===== config.mk =====
export PLATFORM = sky130hd
export DESIGN_NAME = clk_gen
export DESIGN_NICKNAME = d
export VERILOG_FILES = /design/src/rtl/clk_gen.sv
export SDC_FILE = /design/constraint.sdc
export NUM_CORES = 1
export LEC_CHECK = 0
export CORE_MARGIN = 10
export CORE_UTILIZATION = 55
export CTS_BUF_LIST = sky130_fd_sc_hd__clkbuf_16
export DETAILED_ROUTE_END_ITERATION = 10
export GPL_TIMING_DRIVEN = 0
export PLACE_DENSITY_LB_ADDON = 0.1
export SLEW_MARGIN = 30
export SYNTH_ARGS = -nofsm -noshare
export SYNTH_HDL_FRONTEND = slang
export SYNTH_SLANG_ARGS = --single-unit

===== constraint.sdc =====
create_clock -name clk_i -period 8.7 [get_ports clk_i]
set_clock_uncertainty 0.15 [all_clocks]
set_input_delay 1.305 -clock clk_i [delete_from_list [all_inputs] [get_ports clk_i]]
set_output_delay 1.305 -clock clk_i [all_outputs]
set_load 0.005 [all_outputs]

===== src/rtl/clk_gen.sv =====
// ============================================================================
//  Module   : clk_gen
//  Purpose  : Programmable synchronous clock divider. Produces a registered,
//             glitch-free divided clock with near-50% duty cycle, plus
//             one-cycle rise/fall strobes in the system clock domain.
//  Ports    : clk_i        - system clock (rising edge)
//             rst_i        - synchronous active-high reset
//             en_i         - run enable
//             div_i        - requested divide ratio N (0 and 1 act as 2)
//             div_valid_i  - div_i is valid
//             div_ready_o  - no divider update pending
//             div_o        - divide ratio in effect (clamped)
//             clk_o        - divided clock, straight from a flop
//             clk_rise_o   - high in the first cycle clk_o reads 1
//             clk_fall_o   - high in the first cycle clk_o reads 0
//  Revision : 1.0 - initial release
// ============================================================================
`default_nettype none

module clk_gen #(
    parameter int DIV_WIDTH   = 16,
    parameter int DIV_DEFAULT = 1000
) (
    input  logic                 clk_i,
    input  logic                 rst_i,
    input  logic                 en_i,
    input  logic [DIV_WIDTH-1:0] div_i,
    input  logic                 div_valid_i,
    output logic                 div_ready_o,
    output logic [DIV_WIDTH-1:0] div_o,
    output logic                 clk_o,
    output logic                 clk_rise_o,
    output logic                 clk_fall_o
);

    localparam logic [DIV_WIDTH-1:0] c_DIV_MIN   = DIV_WIDTH'(2);
    localparam logic [DIV_WIDTH-1:0] c_ONE       = DIV_WIDTH'(1);
    localparam logic [DIV_WIDTH-1:0] c_DIV_RESET =
        (DIV_DEFAULT < 2) ? DIV_WIDTH'(2) : DIV_WIDTH'(DIV_DEFAULT);

    typedef enum logic [1:0] {
        IDLE_LOW = 2'd0,
        HIGH     = 2'd1,
        LOW      = 2'd2
    } state_t;

    function automatic logic [DIV_WIDTH-1:0] clamp_div(input logic [DIV_WIDTH-1:0] d);
        return (d < c_DIV_MIN) ? c_DIV_MIN : d;
    endfunction

    state_t                 state_q, state_d;
    logic [DIV_WIDTH-1:0]   cnt_q, cnt_d;
    logic [DIV_WIDTH-1:0]   div_q, div_d;
    logic [DIV_WIDTH-1:0]   pend_q, pend_d;
    logic                   pend_valid_q, pend_valid_d;
    logic                   clk_q, clk_d;
    logic                   rise_q, rise_d;
    logic                   fall_q, fall_d;

    logic                   w_start;
    logic [DIV_WIDTH-1:0]   w_div_eff;
    logic [DIV_WIDTH-1:0]   w_high_m1;
    logic [DIV_WIDTH-1:0]   w_low_m1;

    // Divider that a HIGH entry in this cycle would use. A pending value is
    // only visible once registered, so an accept in the same cycle as a rise
    // leaves that rise on the old divider.
    assign w_div_eff = pend_valid_q ? pend_q : div_q;

    // H-1 = ceil(N/2)-1 built as (N>>1) + N[0] - 1: never exceeds N, so no
    // overflow even at the all-ones ratio. N >= 2 keeps the result >= 0.
    assign w_high_m1 = (w_div_eff >> 1) + {{(DIV_WIDTH-1){1'b0}}, w_div_eff[0]} - c_ONE;

    // L-1 = floor(N/2)-1. div_q only changes at HIGH entry, so this is stable
    // for the whole period it is used in.
    assign w_low_m1 = (div_q >> 1) - c_ONE;

    always_ff @(posedge clk_i) begin
        if (rst_i) begin
            state_q      <= IDLE_LOW;
            cnt_q        <= '0;
            div_q        <= c_DIV_RESET;
            pend_q       <= '0;
            pend_valid_q <= 1'b0;
            clk_q        <= 1'b0;
            rise_q       <= 1'b0;
            fall_q       <= 1'b0;
        end else begin
            state_q      <= state_d;
            cnt_q        <= cnt_d;
            div_q        <= div_d;
            pend_q       <= pend_d;
            pend_valid_q <= pend_valid_d;
            clk_q        <= clk_d;
            rise_q       <= rise_d;
            fall_q       <= fall_d;
        end
    end

    always_comb begin
        state_d      = state_q;
        cnt_d        = cnt_q;
        div_d        = div_q;
        pend_d       = pend_q;
        pend_valid_d = pend_valid_q;
        clk_d        = clk_q;
        rise_d       = 1'b0;
        fall_d       = 1'b0;
        w_start      = 1'b0;

        case (state_q)
            IDLE_LOW: begin
                clk_d = 1'b0;
                if (en_i) begin
                    w_start = 1'b1;
                end
            end
            HIGH: begin
                if (cnt_q == '0) begin
                    state_d = LOW;
                    clk_d   = 1'b0;
                    fall_d  = 1'b1;
                    cnt_d   = w_low_m1;
                end else begin
                    cnt_d = cnt_q - c_ONE;
                end
            end
            LOW: begin
                if (cnt_q == '0) begin
                    // Period boundary: continue or park low.
                    if (en_i) begin
                        w_start = 1'b1;
                    end else begin
                        state_d = IDLE_LOW;
                    end
                end else begin
                    cnt_d = cnt_q - c_ONE;
                end
            end
            default: begin
                state_d = IDLE_LOW;
                clk_d   = 1'b0;
                cnt_d   = '0;
            end
        endcase

        // HIGH entry: latch the new ratio (if any) and load the high count.
        if (w_start) begin
            state_d      = HIGH;
            clk_d        = 1'b1;
            rise_d       = 1'b1;
            cnt_d        = w_high_m1;
            div_d        = w_div_eff;
            pend_valid_d = 1'b0;
        end

        // Accept only while nothing is pending; start above cannot clear a
        // pending value in the same cycle it is accepted.
        if (div_valid_i && !pend_valid_q) begin
            pend_d       = clamp_div(div_i);
            pend_valid_d = 1'b1;
        end
    end

    assign div_ready_o = ~pend_valid_q;
    assign div_o       = div_q;
    assign clk_o       = clk_q;
    assign clk_rise_o  = rise_q;
    assign clk_fall_o  = fall_q;

endmodule

`default_nettype wire


Yosys cells after proc, flatten, opt, wreduce, memory -nomap -nowiden
Cells that the tools add are included.
Storage, ports and cells
  register bits after elaboration: 54
  logic and storage cells: 60
  output and inout bits: 20
Operators by class
  muxes and demuxes: 21
  add/sub/neg operators: 4
  magnitude comparators: 1
  bitwise logic cells: 3
  eq/ne operators: 11
  reductions and logical operators: 11
Operator list (count)
  $mux W16: 5
  $pmux W16 S3: 1
  $sub A16 B1 Y16 const B: 2
  $add A15 B1 Y16: 1
  $logic_not A16 Y1: 1
  $lt A16 B2 Y1 const B: 1
  $sub A15 B1 Y16 const B: 1
  $ne A3 B3 Y1 const B: 4
  $ne A2 B2 Y1 const B: 5
  $mux W1: 9
  $reduce_and A4 Y1: 2
  $mux W2: 3
  $pmux W2 S3: 1
  $pmux W1 S2: 2
  $reduce_and A2 Y1: 2
  $reduce_or A2 Y1: 2
  $not A1 Y1: 3
  $eq A2 B1 Y1 const B: 1
  $eq A2 B2 Y1 const B: 1
  $logic_not A2 Y1: 1
  $reduce_bool A2 Y1: 1
  $logic_and A1 B1 Y1: 1
  $logic_not A1 Y1: 1

Longest topological paths before layout
Gate-level depths: netlist of the first run.
  word-level depth: 5
  depth in mapped cells: 13

Worst setup path before layout of the first run
OpenSTA, ideal clock, no wires.
  path kind: register to register
  start: reg pend_valid_q
  end: reg cnt_q[14]
  clock period less this slack: 3.466 ns
  data arrival time: 3.228 ns
  stages on the path, launching flop included: 14
  path buffers: 4
  path slack: 5.234 ns
  data required time: 8.462 ns
  path through: dfxtp_1 buf_2 buf_2 buf_2 buf_2 mux2i_1 ha_1 ha_1 or4b_1 a21o_1 nor4_2 xnor2_1 nand2_1 a311oi_2
On the way
  cells in the longest elaborated chain, start to end: 4
RTL lines
  start, declared: RTL line 55  | logic pend_valid_q, pend_valid_d;
  start signal, assigned: RTL line 93  | pend_valid_q <= pend_valid_d;
  $mux W16: RTL line 68  | assign w_div_eff = pend_valid_q ? pend_q : div_q;
  $add A15 B1 Y16: RTL line 72  | assign w_high_m1 = (w_div_eff >> 1) + {{(DIV_WIDTH-1){1'b0}}, w_div_eff[0]} - c_ONE;
  $sub A16 B1 Y16: RTL line 72
  $mux W16: RTL line 148  | if (w_start) begin
  end signal, assigned: RTL line 90  | cnt_q <= cnt_d;
  end, declared: RTL line 52  | logic [DIV_WIDTH-1:0] cnt_q, cnt_d;
Every way passes these cells.
A chain may end at the register's enable or synchronous reset.

Worst setup path after layout of the first run
Same ends and word-level chain as after synthesis.

==> summary.md, run 1 <==
| Metric | Value |
|---|---|
| Pin count of the biggest net entering global routing | 19 |
| Vias per cell | roughly 6 |
| Setup_tns | 0 ns |
| Tightest Hold Check Type | reg2reg |
| CTS buffer count | 5 |
| Clk Latency, worst-skew pair | roughly 0.3 ns |
| Actual slew at the worst max-slew pin | around 0.75 ns |
| Initial antenna violation count | 0 |
| Die Y | about 100 um |
| RSZ-0062 raised after global routing | no |
| Register share of total power | a little over two fifths |
| IO Port Bufs | 37 |
| Final period util | 47.5% |
| Post-synth top cells | nand2_1, dfxtp_1, nor2_1 |
| WP data required | 8.77 ns |
| Async SR Flop Fraction | 0% |
| Pwr dens | around 170 nW/um^2 |
| Number of remaining DRC errors | 0 |
| Post-DP HPWL | 8250 um |
| Area Overhead vs Synth | 17.4% |
| Fin. max-slew vios | 0 |
| First DRT Iteration DRCs | roughly 250 |
| Combinational share of power | about 28% |
| Int Pwr | 455 uW |
| Largest area contributor in the netlist | dfxtp_1 |
| Area of the multi-input gates | about 2300 um^2 |
| P_leak | 0.00151 uW |
| EDFF count, synth | 0 |
| All-Layer GR Usage | a little over a fifth |
| Register Area | 1080 um^2 |
| FF-to-FF Start | pend_valid_q$_SDFFE_PP0P_ |
| Post-route minimum period | 4.14 ns |
| Register area share after synthesis | 30.5% |
| Filler cell count in the final layout | 570 |
| Die Wd | ~100 um |
| Inst Count DP | between 500 and 600 |
| Synth area leaders | dfxtp_1, nand2_1, mux2i_1, nor2_1, xor2_1 |
| Max clock buf depth | 2 |
| Crit Path Class | reg2reg |
| Dpl ws | 4.61 ns |
| Crit end category | register |
| # diodes | 0 |
| Top-count cell post-synth | nand2_1 |
| Root Buffer | clkbuf_16 |
| Clock sinks | between 50 and 60 |
| Via count | between 3000 and 4000 |
| Post-CTS setup buffer count | 0 |
| Mean area per synthesized cell | between 7 and 8 um^2 |
| Grt total ovfl | 0 |
| Post-Syn Instances | approximately 460 |
| Final WL | 10800 um |
| Post-route ant nets | 0 |
| Post-synthesis register bit count | 54 |
| Hold-fix buffers at CTS | 0 |
| Slew HR | roughly 50% |
| Worst VDD drop | ~0.091 mV |
| Starting density of the core | between 50% and 60% |
| Pre-antenna DRT Iters | 5 |
| Critical path peak fanout | 10 |
| Worst-path clk slew | approximately 0.08 ns |
| H-tree lvl count | 2 |
| Layout net count | about 530 |
| First-pass GRT wire length | approximately 18000 um |
| Hold Vio Cnt, Final | 0 |
| Switching Share | about 34% |
| Net load switching power | around 230 uW |
| Crit start category | register |
| Clk network pwr share | 30.2% |
| Layout cells sized above 1 | 7.58% |
| Critical Path End | cnt_q[14]$_SDFFE_PP0P_ |
| Mapped Area | 3550 um^2 |
| Top FF cell, synth | dfxtp_1 |
| Io pins | 40 |
| Top-area cell type share of the netlist area | a little under a third |
| Syn Nets | approximately 480 |
| Status | finished clean |
| Row cnt | 29 |
| Die area | 10100 um^2 |
| Post-CTS sizing | 0 |
| Core area | 6310 um^2 |
| Max-cap violations | 0 |
| CTS tree | built |
| YS warnings | 0 |
| Vias in the first global route | 3531 |
| R2r setup slk | roughly 4.6 ns |
| Drt wl/cell | between 15 and 20 um |
| Worst R2R End | cnt_q[14]$_SDFFE_PP0P_ |
| Setup WS post-layout | 4.56 ns |
| R2R depth | 13 |
| CP startpoint | pend_valid_q$_SDFFE_PP0P_ |
| F_max | approximately 0.24 GHz |
| Data arrival, critical path | roughly 4.2 ns |
| Final Setup Violations | 0 |
| Post-Layout Cell Count | 578 |
| Final Wtd Congestion | roughly 0.94 |
| Number of library cell types mapped by synthesis | 62 |
## cell type report
class	instances	share of cell area, %
buffer	30	3.27
clock buffer	5	3.00
clock inverter	3	0.601
inverter	13	1.17
multi-input combinational	359	54.8
sequential	54	26.0
tap	77	2.31
timing repair buffer	37	8.89
## kinds of logic after synthesis
group	Yosys count	synth area share, %
mux	23	6.56
buf+inv	43	5.22
fa+ha+maj	7	2.47
compound gates	96	18.0
xor+xnor	37	9.13
simple gates	196	28.2
flops	54	30.5
## power groups by stage
stage	Combinational, uW	Clock (uW)	Sequential, uW
global route	210	222	292
floorplan	131	0	288
global placement	185	0	293
finish	192	207	288
detailed placement	188	0	293
CTS	190	211	288
## state kept, by name, summed over array words and instances (netlist names)
| signal | count |
|---|---|
| clk_fall_o | 1 |
| clk_o | 1 |
| clk_rise_o | 1 |
| cnt_q | 16 |
| div_o | 16 |
| pend_q | 16 |
| pend_valid_q | 1 |
| state_q | 2 |
## critical path, stage by stage, from the launching register on
cell      delay (ns)
dfxtp_1         0.36
buf_2           0.22
buf_2           0.27
buf_2           0.34
buf_2           0.32
mux2i_1         0.29
ha_1            0.23
ha_1            0.22
or4b_1          0.50
a21o_1          0.28
nor4_2          0.32
xnor2_1         0.16
nand2_1         0.11
a311oi_2        0.26
## cells in the final DEF (no fill, tap or decap), drive strengths merged, types with 12 or more instances in the layout
master	Yosys	final
nor4	17	17
xor2	19	19
xnor2	18	18
nor2	51	51
nand2	59	59
clkbuf	17	22
clkdlybuf4s50	0	37
nor3	21	21
dfxtp	54	54
buf	13	13
inv	11	12
a211oi	12	12
mux2i	21	21
nand3	16	16
a21oi	33	33
## stage by stage
stage | hold WS, ns | power, uW | util [%] | area [um^2]
floorplan | 0.286 | 419 | - | 3550
global placement | 0.315 | 478 | 63.6 | 4020
detailed placement | 0.314 | 481 | 63.6 | 4020
CTS | 0.324 | 689 | 66.0 | 4170
global route | 0.354 | 724 | 66.0 | 4170
finish | 0.321 | 687 | 66.0 | 4170
## metal layers
metal / track usage (%) / vias to the layer above / part of all wire, %
met1: 27.2 / 1653 / 46
met3: 5.29 / 18 / 5.6
met5: 0 / - / 0
met2: 35.2 / 113 / 46
met4: 6.96 / 0 / 2.0
li1: - / 1722 / -
## worst min path at each step
stage | start | endpoint | slack [ns] | cells after the start
after detailed placement | pend_q[13]$_SDFFE_PP0P_ | pend_q[13]$_SDFFE_PP0P_ | 0.31 | 2
after floorplan | pend_q[13]$_SDFFE_PP0P_ | pend_q[13]$_SDFFE_PP0P_ | 0.29 | 2
after global placement | pend_q[15]$_SDFFE_PP0P_ | pend_q[15]$_SDFFE_PP0P_ | 0.31 | 2
after global routing | pend_q[15]$_SDFFE_PP0P_ | pend_q[15]$_SDFFE_PP0P_ | 0.35 | 2
final | pend_q[13]$_SDFFE_PP0P_ | pend_q[13]$_SDFFE_PP0P_ | 0.32 | 2
after CTS | pend_q[13]$_SDFFE_PP0P_ | pend_q[13]$_SDFFE_PP0P_ | 0.32 | 2
No activity file was read; power rests on OpenSTA's default activity.
==> run 2, diff against run 1 <==
--- a/config.mk
+++ b/config.mk
@@ -6,7 +6,7 @@
 export NUM_CORES = 1
 export LEC_CHECK = 0
 export CORE_MARGIN = 10
-export CORE_UTILIZATION = 55
+export CORE_UTILIZATION = 51
 export CTS_BUF_LIST = sky130_fd_sc_hd__clkbuf_16
 export DETAILED_ROUTE_END_ITERATION = 10
 export GPL_TIMING_DRIVEN = 0
==> constraint.sdc (replaced) <==
create_clock -name clk_i -period 3.43 [get_ports clk_i]
set_clock_uncertainty 0.15 [all_clocks]
set_input_delay 0.5145 -clock clk_i [delete_from_list [all_inputs] [get_ports clk_i]]
set_output_delay 0.5145 -clock clk_i [all_outputs]
set_load 0.005 [all_outputs]
==> summary.md, run 2 (same netlist as run 1, synthesis figures left out) <==
| Metric | Value |
|---|---|
| Vias in the first global route | around 3400 |
| Row cnt | 30 |
| Placed cell area | between 4000 and 5000 um^2 |
| # diodes | 0 |
| Layout net count | around 530 |
| P_leak | approximately 0.0016 uW |
| CTS buffer count | 5 |
| Setup WS post-layout | slightly above 0.06 ns |
| Total chip power | roughly 1800 uW |
| Die area | 10700 um^2 |
| Status | finished clean |
| All-Layer GR Usage | between 20 and 25% |
| FF-to-FF Start | pend_valid_q$_SDFFE_PP0P_ |
| Inst Count DP | about 590 |
| Post-DP HPWL | 8090 um |
| Starting density of the core | 52.2% |
| First DRT Iteration DRCs | slightly above 300 |
| Core area | around 6800 um^2 |
| CTS tree | built |
| Area Overhead vs Synth | 22.2% |
| Actual slew at the worst max-slew pin | around 0.77 ns |
| Layout cells sized above 1 | a little over a tenth |
| Slew HR | approximately 49% |
| Crit start category | register |
| Commonest cells after routing, fill and taps aside | nand2_1, dfxtp_1, nor2_1 |
| Max clock buf depth | 2 |
| Final Wtd Congestion | slightly below 0.9 |
| Fin. max-slew vios | 0 |
| Worst R2R End | cnt_q[14]$_SDFFE_PP0P_ |
| Post-Layout Cell Count | about 600 |
| Data arrival, critical path | about 3.4 ns |
| Final core utilization | between 60 and 70% |
| Hold-fix buffers at CTS | 0 |
| Dpl ws | -0.471 ns |
| R2r setup slk | just over 0.06 ns |
| Initial antenna violation count | 0 |
| First-pass GRT wire length | 17100 um |
| F_max | roughly 0.30 GHz |
| Pre-antenna DRT Iters | 5 |
| Most common cell after layout, fill and taps aside | nand2_1 |
| CP startpoint | pend_valid_q$_SDFFE_PP0P_ |
| Die Y | slightly above 100 um |
| Pwr dens | 405 nW/um^2 |
| Hold Vio Cnt, Final | 0 |
| Final Setup Violations | 0 |
| Max-cap violations | 0 |
| Die Wd | a little over 100 um |
| Tightest Hold Check Type | reg2reg |
| Worst VDD drop | approximately 0.23 mV |
| Clock sinks | between 50 and 60 |
| Post-route ant nets | 0 |
| H-tree lvl count | 2 |
| IO Port Bufs | 37 |
| Post-route minimum period | around 3.4 ns |
| Worst-path clk slew | about 0.070 ns |
| WP data required | approximately 3.5 ns |
| Vias per cell | 5.87 |
| R2R depth | 12 |
| Clk Latency, worst-skew pair | a little under 0.3 ns |
| Crit end category | register |
| Root Buffer | clkbuf_16 |
| Critical path peak fanout | 15 |
| Pin count of the biggest net entering global routing | 20 |
| Drt wl/cell | 17.8 um |
| Crit Path Class | reg2reg |
| Io pins | 40 |
| Fin area | 4340 um^2 |
| Via count | 3543 |
| Final period util | 98.2% |
| Critical Path End | cnt_q[14]$_SDFFE_PP0P_ |
| Number of remaining DRC errors | 0 |
| Grt total ovfl | 0 |
| Final WL | around 11000 um |
| Filler cell count in the final layout | around 600 |
## run 2: cell count changes in the layout (fill, tap and decap cells not counted), sizes merged
cell | before | now
buf | 13 | 20
## run 2: report_power, final
group          internal (uW)  switching (uW)  total, uW  leakage (uW)
Combinational            228             286        514       0.00105
Sequential               672            61.2        733      0.000444
Clock                    271             239        510     0.0000679
Total                   1170             586       1760       0.00156
## run 2: timing repair
| action | CTS | global route |
|---|---|---|
| buffers inserted | 0 | 8 |
| pin swaps | 0 | 1 |
| resized for setup | 8 | 12 |
| endpoints found under the setup margin | 9 | 5 |
## run 2: per-stage QoR
step | TNS [ns] | hold WS [ns]
after floorplan | 0 | 0.286
after global placement | -1.84 | 0.319
after detailed placement | -2.26 | 0.324
after CTS | 0 | 0.335
after global routing | -0.152 | 0.367
final | 0 | 0.330
## run 2: cell type report
cell class	count	area [um^2]	area share [%]
Sequential cell	54	1080	24.9
Multi-Input combinational cell	359	2350	54.1
Tap cell	96	120	2.77
Timing Repair Buffer	45	430	9.93
Clock inverter	3	20.0	0.462
Clock buffer	5	125	2.89
Inverter	13	48.8	1.13
Buffer	29	163	3.75
## run 2: per-layer routing
metal | vias up | routed length, um | track usage (%)
li1 | 1738 | - | -
met1 | 1633 | 4780 | 25.3
met2 | 143 | 5000 | 32.7
met3 | 29 | 660 | 4.52
met4 | 0 | 326 | 7.81
met5 | - | 0 | 0
## run 2: worst max-delay path, stage by stage (launching register included)
cell and delay [ns]:
dfxtp_1 0.37, buf_6 0.16, buf_8 0.15, buf_12 0.16, mux2i_4 0.25, ha_2 0.22, ha_2 0.21, or4bb_4 0.50
a21o_4 0.27, nor4_4 0.30, xnor2_1 0.15, nand2_1 0.11, a311oi_2 0.27
## run 2: worst min-delay path by stage
stage	start	depth (start not counted)	end
after CTS	pend_q[5]$_SDFFE_PP0P_	2	pend_q[5]$_SDFFE_PP0P_
after floorplan	pend_q[13]$_SDFFE_PP0P_	2	pend_q[13]$_SDFFE_PP0P_
final	pend_q[13]$_SDFFE_PP0P_	2	pend_q[13]$_SDFFE_PP0P_
after detailed placement	pend_q[5]$_SDFFE_PP0P_	2	pend_q[5]$_SDFFE_PP0P_
after global routing	pend_q[15]$_SDFFE_PP0P_	2	pend_q[15]$_SDFFE_PP0P_
after global placement	pend_q[5]$_SDFFE_PP0P_	2	pend_q[5]$_SDFFE_PP0P_
==> run 3, diff against run 2 <==
--- a/config.mk
+++ b/config.mk
@@ -5,6 +5,7 @@
 export SDC_FILE = /design/constraint.sdc
 export NUM_CORES = 1
 export LEC_CHECK = 0
+export CAP_MARGIN = 20
 export CORE_MARGIN = 10
 export CORE_UTILIZATION = 51
 export CTS_BUF_LIST = sky130_fd_sc_hd__clkbuf_16
==> results of run 3 <==
The final DEF is identical to that of run 2; final timing and power are the same.
